==> src/rtl/bus_xfer_seq.sv <==
// Bus transfer sequencer: drives one one-hot source enable, pulses one destination
// enable while the source is still on the bus, then captures the bus value.
module bus_xfer_seq #(
    parameter int NSRC   = 25,
    parameter int NDST   = 24,
    parameter int SETTLE = 1
) (
    input  logic            clk,
    input  logic            clr,
    input  logic            req_valid,
    output logic            req_ready,
    input  logic [4:0]      req_src,
    input  logic [4:0]      req_dst,
    input  logic [31:0]     bus_in,
    output logic [NSRC-1:0] src_out,
    output logic [NDST-1:0] dst_in,
    output logic [31:0]     xfer_data,
    output logic            done,
    output logic            err
);

    typedef enum logic [1:0] {IDLE, DRIVE, CAPTURE, DONE} state_t;

    localparam int            CW       = (SETTLE > 1) ? $clog2(SETTLE) : 1;
    localparam logic [CW-1:0] CNT_INIT = CW'(SETTLE - 1);
    localparam logic [4:0]    NO_DST   = 5'h1F;

    state_t        state, state_nx;
    logic [CW-1:0] cnt;
    logic [4:0]    src_q, dst_q;
    logic          err_q;
    logic          accept, req_bad;

    assign accept  = req_valid && req_ready;
    assign req_bad = ({1'b0, req_src} >= 6'(NSRC)) ||
                     (({1'b0, req_dst} >= 6'(NDST)) && (req_dst != NO_DST));

    // NOTE: sequential state uses non-blocking assignments so every flop samples
    // pre-edge values regardless of process evaluation order.
    always_ff @(posedge clk) begin
        if (clr) state <= IDLE;
        else     state <= state_nx;
    end

    always_ff @(posedge clk) begin
        if (clr) begin
            cnt       <= '0;
            src_q     <= '0;
            dst_q     <= '0;
            err_q     <= 1'b0;
            xfer_data <= 32'h0;
        end else begin
            if (accept) begin
                src_q <= req_src;
                dst_q <= req_dst;
                err_q <= req_bad;
                cnt   <= CNT_INIT;
            end else if (state == DRIVE && cnt != '0) begin
                cnt <= cnt - 1'b1;
            end
            if (state == CAPTURE) xfer_data <= bus_in;
        end
    end

    // NOTE: every combinational output gets a default before the case so no
    // path leaves a signal unassigned, which would infer a latch.
    always_comb begin
        state_nx = state;
        case (state)
            IDLE:    if (accept) state_nx = req_bad ? DONE : DRIVE;
            DRIVE:   if (cnt == '0) state_nx = CAPTURE;
            CAPTURE: state_nx = DONE;
            DONE:    state_nx = IDLE;
            default: state_nx = IDLE;
        endcase
    end

    // Strobes are decoded only from registered state, so they cannot glitch.
    always_comb begin
        req_ready = 1'b0;
        src_out   = '0;
        dst_in    = '0;
        done      = 1'b0;
        err       = 1'b0;
        case (state)
            IDLE:    req_ready = 1'b1;
            DRIVE:   src_out = NSRC'(1) << src_q;
            CAPTURE: begin
                src_out = NSRC'(1) << src_q;
                if (dst_q != NO_DST) dst_in = NDST'(1) << dst_q;
            end
            DONE: begin
                done = 1'b1;
                err  = err_q;
            end
            default: ;
        endcase
    end

endmodule

==> config.mk <==
export PLATFORM = sky130hd
export DESIGN_NAME = bus_xfer_seq
export DESIGN_NICKNAME = d
export VERILOG_FILES = /design/src/rtl/bus_xfer_seq.sv
export SDC_FILE = /design/constraint.sdc
export NUM_CORES = 1
export LEC_CHECK = 0
export ABC_AREA = 0
export CORE_MARGIN = 10
export CORE_UTILIZATION = 34
export CTS_CLUSTER_SIZE = 25
export DETAILED_ROUTE_END_ITERATION = 8
export PLACE_DENSITY_LB_ADDON = 0.2
export SLEW_MARGIN = 20
export SYNTH_ARGS = -nofsm -noshare
export SYNTH_HDL_FRONTEND = slang
export SYNTH_SLANG_ARGS = --single-unit
==> constraint.sdc <==
create_clock -name clk -period 1.3 [get_ports clk]
set_clock_uncertainty 0.05 [all_clocks]
set_input_delay 0.13 -clock clk [delete_from_list [all_inputs] [get_ports clk]]
set_output_delay 0.13 -clock clk [all_outputs]
set_load 0.02 [all_outputs]
# --- Word level (Yosys, flattened, before mapping) ---
# Index checks and enable logic that the tools add are counted.
classes:
  add_sub_neg: 1
  mul: 0
  div: 0
  magnitude_cmp: 2
  eq_ne: 7
  shifts: 2
  muxes: 10
  bitwise_logic: 0
  reduce_logical: 8
op_table:
  columns: ["cell", "count"]
  rows:
  - ["2-to-1 mux 24 bit", 2]
  - ["2-to-1 mux 25 bit", 1]
  - ["<< shifter 1 x 5 -> 25 bit (first input constant)", 1]
  - ["<< shifter 1 x 5 -> 24 bit (first input constant)", 1]
  - ["greater-or-equal comparator 5 bit (second input constant)", 2]
  - ["inequality test 5 bit (second input constant)", 2]
  - ["case mux 2 bit (4 select lines)", 1]
  - ["2-to-1 mux 2 bit", 3]
  - ["== test 2 bit (second input constant)", 2]
  - ["inequality test 2 bit (second input constant)", 2]
  - ["OR reduction 2 bit", 2]
  - ["logical AND 1 bit", 3]
  - ["2-to-1 mux 1 bit", 3]
  - ["== test 2 x 1 -> 1 bit (second input constant)", 1]
  - ["zero test 2 bit", 1]
  - ["AND reduction 2 bit", 1]
  - ["logical OR 1 bit", 1]
  - ["subtractor 1 bit (second input constant)", 1]
word_totals:
  register_bits: 46
  latch_bits: 0
  ram_bits: 0
  mem_bits_ro: 0
  input_bits: 45
  out_inout_bits: 84
  elab_cells: 36
  memories: 0

# --- Logic depth before layout (Yosys ltp) ---
# Gate-level depths: netlist (run 1).
logic_depth:
  ltp_word: 6
  depth_mapped: 6
  mapped_depth_nobuf: 5

# --- Worst setup path after synthesis (run 1) ---
# Ideal clock, no wire load.
synth_timing:
  path_kind: "register -> output"
  from: "reg state[0]"
  to: "out src_out[17]"
  t_arrival_ns: 1.373
  required_time_ns: 1.120
  path_slack_ns: -0.253
  path_stages_with_launch: 6
  n_path_buf: 0
  cell_sequence: "dfxtp_1 inv_1 ha_1 and2b_1 nand3_1 nor2_1"
synth_via:
  elab_chain_len: 3
  word_cells_on_any_way: 4
  classes_between: "eq/ne (2); mux (1); reduce/logical (1)"
synth_lines:
  columns: ["element", "line_no", "text"]
  rows:
  - ["from (decl)", "28", "state_t state, state_nx;"]
  - ["from (signal assigned)", "42", "else state <= state_nx;"]
  - ["== test 2 x 1 -> 1 bit / == test 2 bit (equally long branches)", "85", "case (state)"]
  - ["OR reduction 2 bit (no line) *", null, null]
  - ["2-to-1 mux 25 bit *", null, null]
  - ["to (decl)", "15", "output logic [NSRC-1:0] src_out,"]
# Every way passes the cells marked *; elsewhere a longest branch is shown, timed or not.

# --- Final worst setup path (run 1) ---
layout_timing:
  from: "reg state[0]"
  to: "out dst_in[2]"
layout_via:
  elab_chain_len: 2
layout_lines:
  columns: ["element", "line_no", "text"]
  rows:
  - ["== test 2 bit", "85", null]
  - ["2-to-1 mux 24 bit", "85", null]
  - ["to (decl)", "16", "output logic [NDST-1:0] dst_in,"]
# Every way passes these cells.

==> metrics.md, run 1 <==
| Metric | Value |
|---|---|
| Status | `finished with violations` |
| Failing checks | `setup timing` |
| Vias in the first global route | `2419` |
| First-pass GRT wire length | `12200 µm` |
| Total leakage power | `1.91 nW` |
| CP max FO | `4` |
| CP Data Required Time | `between 1000 and 1500 ps` |
| Fill cells | `419` |
| H-tree level count | `2` |
| Die Y | `99.2 µm` |
| DP HPWL | `5630 µm` |
| Pin slew with the least headroom to its limit | `550 ps` |
| Setup WS post-layout | `-551 ps` |
| Root cell of the clock tree | `clkbuf_8` |
| WL final | `8940 µm` |
| Post-synth EDFFs | `0` |
| WL/cell | `17.6 µm` |
| Core Area | `5990 µm²` |
| Mapped Cells | `between 200 and 300` |
| Remaining antenna violation count | `0` |
| Row cnt | `28` |
| Synthesized area per cell | `8.26 µm²` |
| Startpoint types | `flip-flop` |
| Antenna fix cells | `0` |
| Clock Latency Late Sink | `280 ps` |
| # setup viols final | `84` |
| Final worst path period share | `142%` |
| CTS tree | `yes` |
| Largest net degree at the start of global routing | `42` |
| RSZ-0062 raised after global routing | `yes` |
| Clk pin slew, worst setup/hold paths | `80 ps` |
| Final slew viol count | `0` |
| Fmax | `0.540 GHz` |
| Area of the multi-input gates | `1590 µm²` |
| Die W | `99.2 µm` |
| Total number of yosys warnings | `0` |
| CTS Sinks | `46` |
| Max cap viols | `0` |
| Post-synthesis sequential area ratio | `between 40% and 50%` |
| FF+latch area | `923 µm²` |
| #FFs+latches synth | `46` |
| Cell Area, Synth | `2130 µm²` |
| Setup crit end kind | `output port` |
| Async set-reset flop share out of synthesis | `0%` |
| Commonest register cell after synthesis | `dfxtp_1` |
| Grt ovf | `0` |
| Dpl cells | `480` |
| Num CTS Buffers | `5` |
| Pwr per Cell Area | `1620 nW/µm²` |
| Final hold slack | `368 ps` |
| Die area | `9830 µm²` |
| Finished Layout Cells | `slightly above 500` |
| Total Routing Usage GR | `14.7%` |
| Hold_buf cts | `0` |
| Syn Nets | `roughly 310` |
| Worst min path class | `primary input to flip-flop` |
| Initial antenna violation count | `0` |
| Final Net Count | `483` |
| Area grow syn2layout | `113%` |
| I/O Pins | `between 100 and 150` |
| Layout cell share with drive strength beyond 1 | `43.1%` |
| Initial Util | `35.6%` |
| Number of DRC markers in iteration 0 | `91` |
| Port Buffers | `128` |
| DRC | `0` |
| Vias per cell | `4.79` |
| VDD IR max | `0.00104 V` |
| Cell variety after synth | `32` |
| Relative slew margins | `63.3%` |
| Critical Setup Path Class | `flip-flop to output port` |
| GPL Wtd Cong | `approximately 0.81` |
| Fin. Hold Viols | `0` |
| Min Tclk post-route | `1850 ps` |
| Clk buf depth | `2` |
| Pre-antenna DRT Iters | `4` |
| Vias post-DR | `roughly 2.4k` |
| Crit path DAT | `1670 ps` |
-- state kept, by name, indices dropped and copies added, names as in the netlist --
name and flops:
cnt 1, dst_q 5, err_q 1, src_q 5, state 2, xfer_data 32
-- cell usage after synthesis (2+ instances only) --
cell | n | area, µm²
inv_1 | 4 | 15.0
and2_1 | 2 | 12.5
buf_2 | 4 | 20.0
dfxtp_1 | 46 | 921
nand3_1 | 6 | 30.0
a21oi_1 | 11 | 55.1
mux2i_1 | 32 | 320
nand2_1 | 30 | 113
buf_6 | 5 | 56.3
and2b_1 | 2 | 15.0
nor2_1 | 87 | 327
nand2b_1 | 4 | 25.0
ha_1 | 5 | 62.6
clkbuf_1 | 2 | 7.51
-- cells in the final DEF, fill, tap and decap left out, drive strengths merged --
| cell | Yosys | routed |
|---|---|---|
| a21oi | 11 | 11 |
| a211oi | 1 | 1 |
| nor2 | 87 | 87 |
| or2 | 2 | 2 |
| and2 | 2 | 2 |
| a22oi | 1 | 1 |
| nand2 | 30 | 30 |
| clkbuf | 2 | 10 |
| ha | 5 | 5 |
| o311ai | 1 | 1 |
| and2b | 3 | 3 |
| buf | 11 | 101 |
| a31oi | 1 | 1 |
| dlygate4sd2 | 0 | 32 |
| nand3b | 2 | 2 |
| clkdlybuf4s50 | 0 | 44 |
| and3 | 1 | 1 |
| nand2b | 4 | 4 |
| bufinv | 0 | 1 |
| o21ai | 2 | 2 |
| nor2b | 1 | 1 |
| dfxtp | 46 | 46 |
| nor4b | 2 | 2 |
| clkdlybuf4s15 | 0 | 1 |
| nand3 | 7 | 7 |
| inv | 4 | 4 |
| mux2i | 32 | 32 |
-- power breakdown --
| group | switching (W) | total, W | internal (W) |
|---|---|---|---|
| sequential | 0.000180 | 0.00189 | 0.00171 |
| clock | 0.000450 | 0.00103 | 0.000576 |
| combinational | 0.00224 | 0.00444 | 0.00220 |
-- path summary, 6_finish.rpt --
kind                            startpoint           end  slack (ps)  cells past startpoint
worst max register to register    state[0]  xfer_data[9]        -200                      8
worst min register to register    src_q[1]      src_q[1]         440                      2
worst max-delay path              state[0]     dst_in[2]        -550                      8
worst min-delay path            req_dst[1]      dst_q[1]         370                      3
-- critical path: stages (launching register included) --
cell and delay [ps]:
dfxtp_2 340, inv_4 60, buf_4 110, ha_4 150, and2b_4 220, buf_12 140
nand2_8 70, nor2_2 130, buf_4 170
-- final cells by class --
class	count	area share, %
clock buffers	7	1.68
clock inverters	1	0.662
inverters	4	0.386
multi-input cells	195	35.1
flip-flops and latches	46	20.4
well taps	75	2.07
repair buffers	181	39.7
-- cells by family (layout without fill, tap and decap cells) --
kind of cell    count (synthesis)  count (layout)  share of synthesized area (%)
simple gates                  141             141                           28.9
flops                          46              46                           43.2
mux                            32              32                           15.0
compound gates                 17              17                           4.70
buf+inv                        17             193                           5.17
fa+ha+maj                       5               5                           2.94
-- timing repair --
item | CTS | global route
setup buffers | 7 | 15
cloned | 1 | 3
endpoints found under the setup margin | 118 | 87
gates resized for setup | 349 | 90
pin swaps | 20 | 18
-- stage by stage --
| step | setup WS [ps] | util, % | area, µm² | TNS, ps | power [W] |
|---|---|---|---|---|---|
| after floorplan | -174 | - | 2230 | -5410 | 0.00383 |
| after global placement | -629 | 63.1 | 3780 | -36660 | 0.00504 |
| after detailed placement | -669 | 63.1 | 3780 | -37240 | 0.00508 |
| after CTS | -548 | 67.9 | 4070 | -20260 | 0.00657 |
| after global routing | -629 | 75.7 | 4530 | -29630 | 0.00776 |
| final | -551 | 75.7 | 4530 | -24640 | 0.00736 |
-- layer usage --
| layer | wire (µm) | GRT usage, % | vias up |
|---|---|---|---|
| li1 | - | - | 1189 |
| met1 | 3530 | 16.8 | 1126 |
| met2 | 4370 | 24.8 | 110 |
| met3 | 877 | 6.78 | 12 |
| met4 | 154 | 2.76 | 0 |
| met5 | 0 | 0 | - |
Note: power is estimated with default switching activity, not from simulation.
==> run 2, diff against run 1 <==
--- a/config.mk
+++ b/config.mk
@@ -6,6 +6,7 @@
 export NUM_CORES = 1
 export LEC_CHECK = 0
 export ABC_AREA = 0
+export CORE_ASPECT_RATIO = 0.9
 export CORE_MARGIN = 10
 export CORE_UTILIZATION = 34
 export CTS_CLUSTER_SIZE = 25
==> run 2 against run 1 <==
Effect of this change: the run still ends with setup timing left; first-iteration DRC count down 24%; total power shrank 3.9%; global-route usage increased by 0.19 points; critical path depth unchanged; final area fell by 2.5%; clock power is 6% higher; combinational power is 7.4% lower; sequential share of layout area increased by 0.53 points; critical path type unchanged.
==> metrics.md, run 2 (same netlist as run 1, synthesis figures left out) <==
| Metric | Value |
|---|---|
| Fmax | `about 0.54 GHz` |
| Area grow syn2layout | `107%` |
| Switching power | `0.00273 W` |
| P_int | `0.00434 W` |
| WL final | `8060 µm` |
| Number of flip-flops in the largest register | `32` |
| DP HPWL | `5780 µm` |
| R2r startpoint | `state[0]` |
| DRC | `0` |
| Top flop regs | `xfer_data (32), dst_q (5), src_q (5)` |
| Final slew viol count | `0` |
| Fin. Hold Viols | `0` |
| Finished Layout Cells | `520` |
| Vias in the first global route | `2419` |
| Final worst path period share | `143%` |
| Vias per cell | `around 4.6` |
| Num CTS Buffers | `5` |
| Root cell of the clock tree | `clkbuf_8` |
| Clock Latency Late Sink | `about 290 ps` |
| Final Net Count | `483` |
| Port Buffers | `around 130` |
| Critical Setup Path Class | `flip-flop to output port` |
| Setup WS post-layout | `-560 ps` |
| Relative slew margins | `64.5%` |
| Top Metal Used | `met4` |
| First-pass GRT wire length | `12000 µm` |
| Clk buf depth | `2` |
| Min Tclk post-route | `about 1900 ps` |
| Hold path start | `req_dst[1]` |
| Final core utilization | `72.3%` |
| Crit path DAT | `1680 ps` |
| Largest net degree at the start of global routing | `18` |
| Crit path from | `state[0]` |
| Setup TNS | `-23920 ps` |
| CTS Sinks | `46` |
| Met1 wire length | `3390 µm` |
| Failing checks | `setup timing` |
| Routed wl met3 | `924 µm` |
| # setup viols final | `68` |
| Pin slew with the least headroom to its limit | `533 ps` |
| RSZ-0062 raised after global routing | `yes` |
| Grt ovf | `0` |
| Initial Util | `34.8%` |
| Core Area | `a little over 6000 µm²` |
| Final hold slack | `364 ps` |
| Antenna fix cells | `0` |
| Max cap viols | `0` |
| CP max FO | `4` |
| Met2 WL | `3680 µm` |
| VDD IR max | `approximately 0.00096 V` |
| Fill cells | `about 500` |
| CP Data Required Time | `between 1000 and 1500 ps` |
| Total leakage power | `about 1.9 nW` |
| Clk pin slew, worst setup/hold paths | `80 ps` |
| Worst min path class | `primary input to flip-flop` |
| Vias post-DR | `2408` |
| Pre-antenna DRT Iters | `4` |
| Sequential Power Share | `26.5%` |
| Total Routing Usage GR | `14.9%` |
| Setup crit end kind | `output port` |
| Startpoint types | `flip-flop` |
| Die Y | `95.1 µm` |
| GPL Wtd Cong | `0.810` |
| Commonest non-fill, non-tap cell in the layout | `nor2_1` |
| Comb power frac | `~58%` |
| Row cnt | `27` |
| Die area | `9840 µm²` |
| Pwr per Cell Area | `1600 nW/µm²` |
| I/O Pins | `129` |
| Net Sw Frac | `38.6%` |
| Reg with most FFs | `xfer_data` |
| Dpl cells | `496` |
| Most frequent cells in the layout | `52 x nor2_1, 46 x buf_4, 45 x buf_6, 44 x dfxtp_1, 44 x clkdlybuf4s50_1` |
| Remaining antenna violation count | `0` |
| CTS tree | `yes` |
| Layout cell share with drive strength beyond 1 | `between 40% and 50%` |
| Initial antenna violation count | `0` |
| WL/cell | `~15 µm` |
| Die W | `103 µm` |
| Status | `finished with violations` |
| Number of DRC markers in iteration 0 | `69` |
| Clock power share | `between 10% and 20%` |
| H-tree level count | `2` |
## run 2: cell types whose count changed in the layout (fill, tap and decap cells not counted), sizes merged
cell	change
clkdlybuf4s15	+3
buf	-2
clkbuf	-2
## run 2: timing repair
item / CTS / global route
hold buffers: 0 / 0
endpoints found under the setup margin: 129 / 77
cloned: 1 / 2
resized for setup: 327 / 75
pin swaps: 22 / 14
buffers inserted: 11 / 7
## run 2: area by class of cell
| type | count | area (µm²) | area share (%) |
|---|---|---|---|
| clock buffer | 6 | 82.6 | 1.87 |
| timing repair buffer | 181 | 1750 | 39.7 |
| tap | 87 | 109 | 2.46 |
| sequential | 46 | 923 | 20.9 |
| multi-input combinational | 195 | 1500 | 34.0 |
| inverter | 4 | 17.5 | 0.396 |
| clock inverter | 1 | 30.0 | 0.680 |
## run 2: power by group through the flow
stage	combinational, W	sequential, W	clock, W
3_5_place_dp	0.00318	0.00190	0
6_report	0.00411	0.00187	0.00109
3_3_place_gp	0.00314	0.00189	0
5_1_grt	0.00439	0.00192	0.00117
2_1_floorplan	0.00166	0.00217	0
4_1_cts	0.00372	0.00187	0.00112
## run 2: stage by stage
stage / instance area, µm² / worst slack [ps] / power, W
after floorplan: 2230 / -174 / 0.00383
after detailed placement: 3810 / -691 / 0.00507
after global routing: 4420 / -627 / 0.00747
after global placement: 3810 / -637 / 0.00503
final: 4420 / -560 / 0.00707
after CTS: 4090 / -553 / 0.00671
## run 2: layer usage
layer | vias up | global-route usage (%)
met1 | 1114 | 17.1
li1 | 1187 | -
met3 | 6 | 8.03
met4 | 0 | 3.24
met5 | - | 0
met2 | 101 | 24.1
## run 2: worst paths after layout
path | slack [ps] | cells after the start | end
worst min-delay path | 360 | 3 | dst_q[1]
worst min register to register | 440 | 2 | xfer_data[18]
worst max register to register | -80 | 7 | xfer_data[23]
worst max-delay path | -560 | 8 | dst_in[12]
## run 2: worst max-delay path, cell delays in order (launching register included)
cell and delay (ps):
dfxtp_2 340, inv_4 70, buf_4 110, ha_4 160, and2b_4 220, buf_6 110
nand3b_4 110, nor2_1 110, buf_4 150
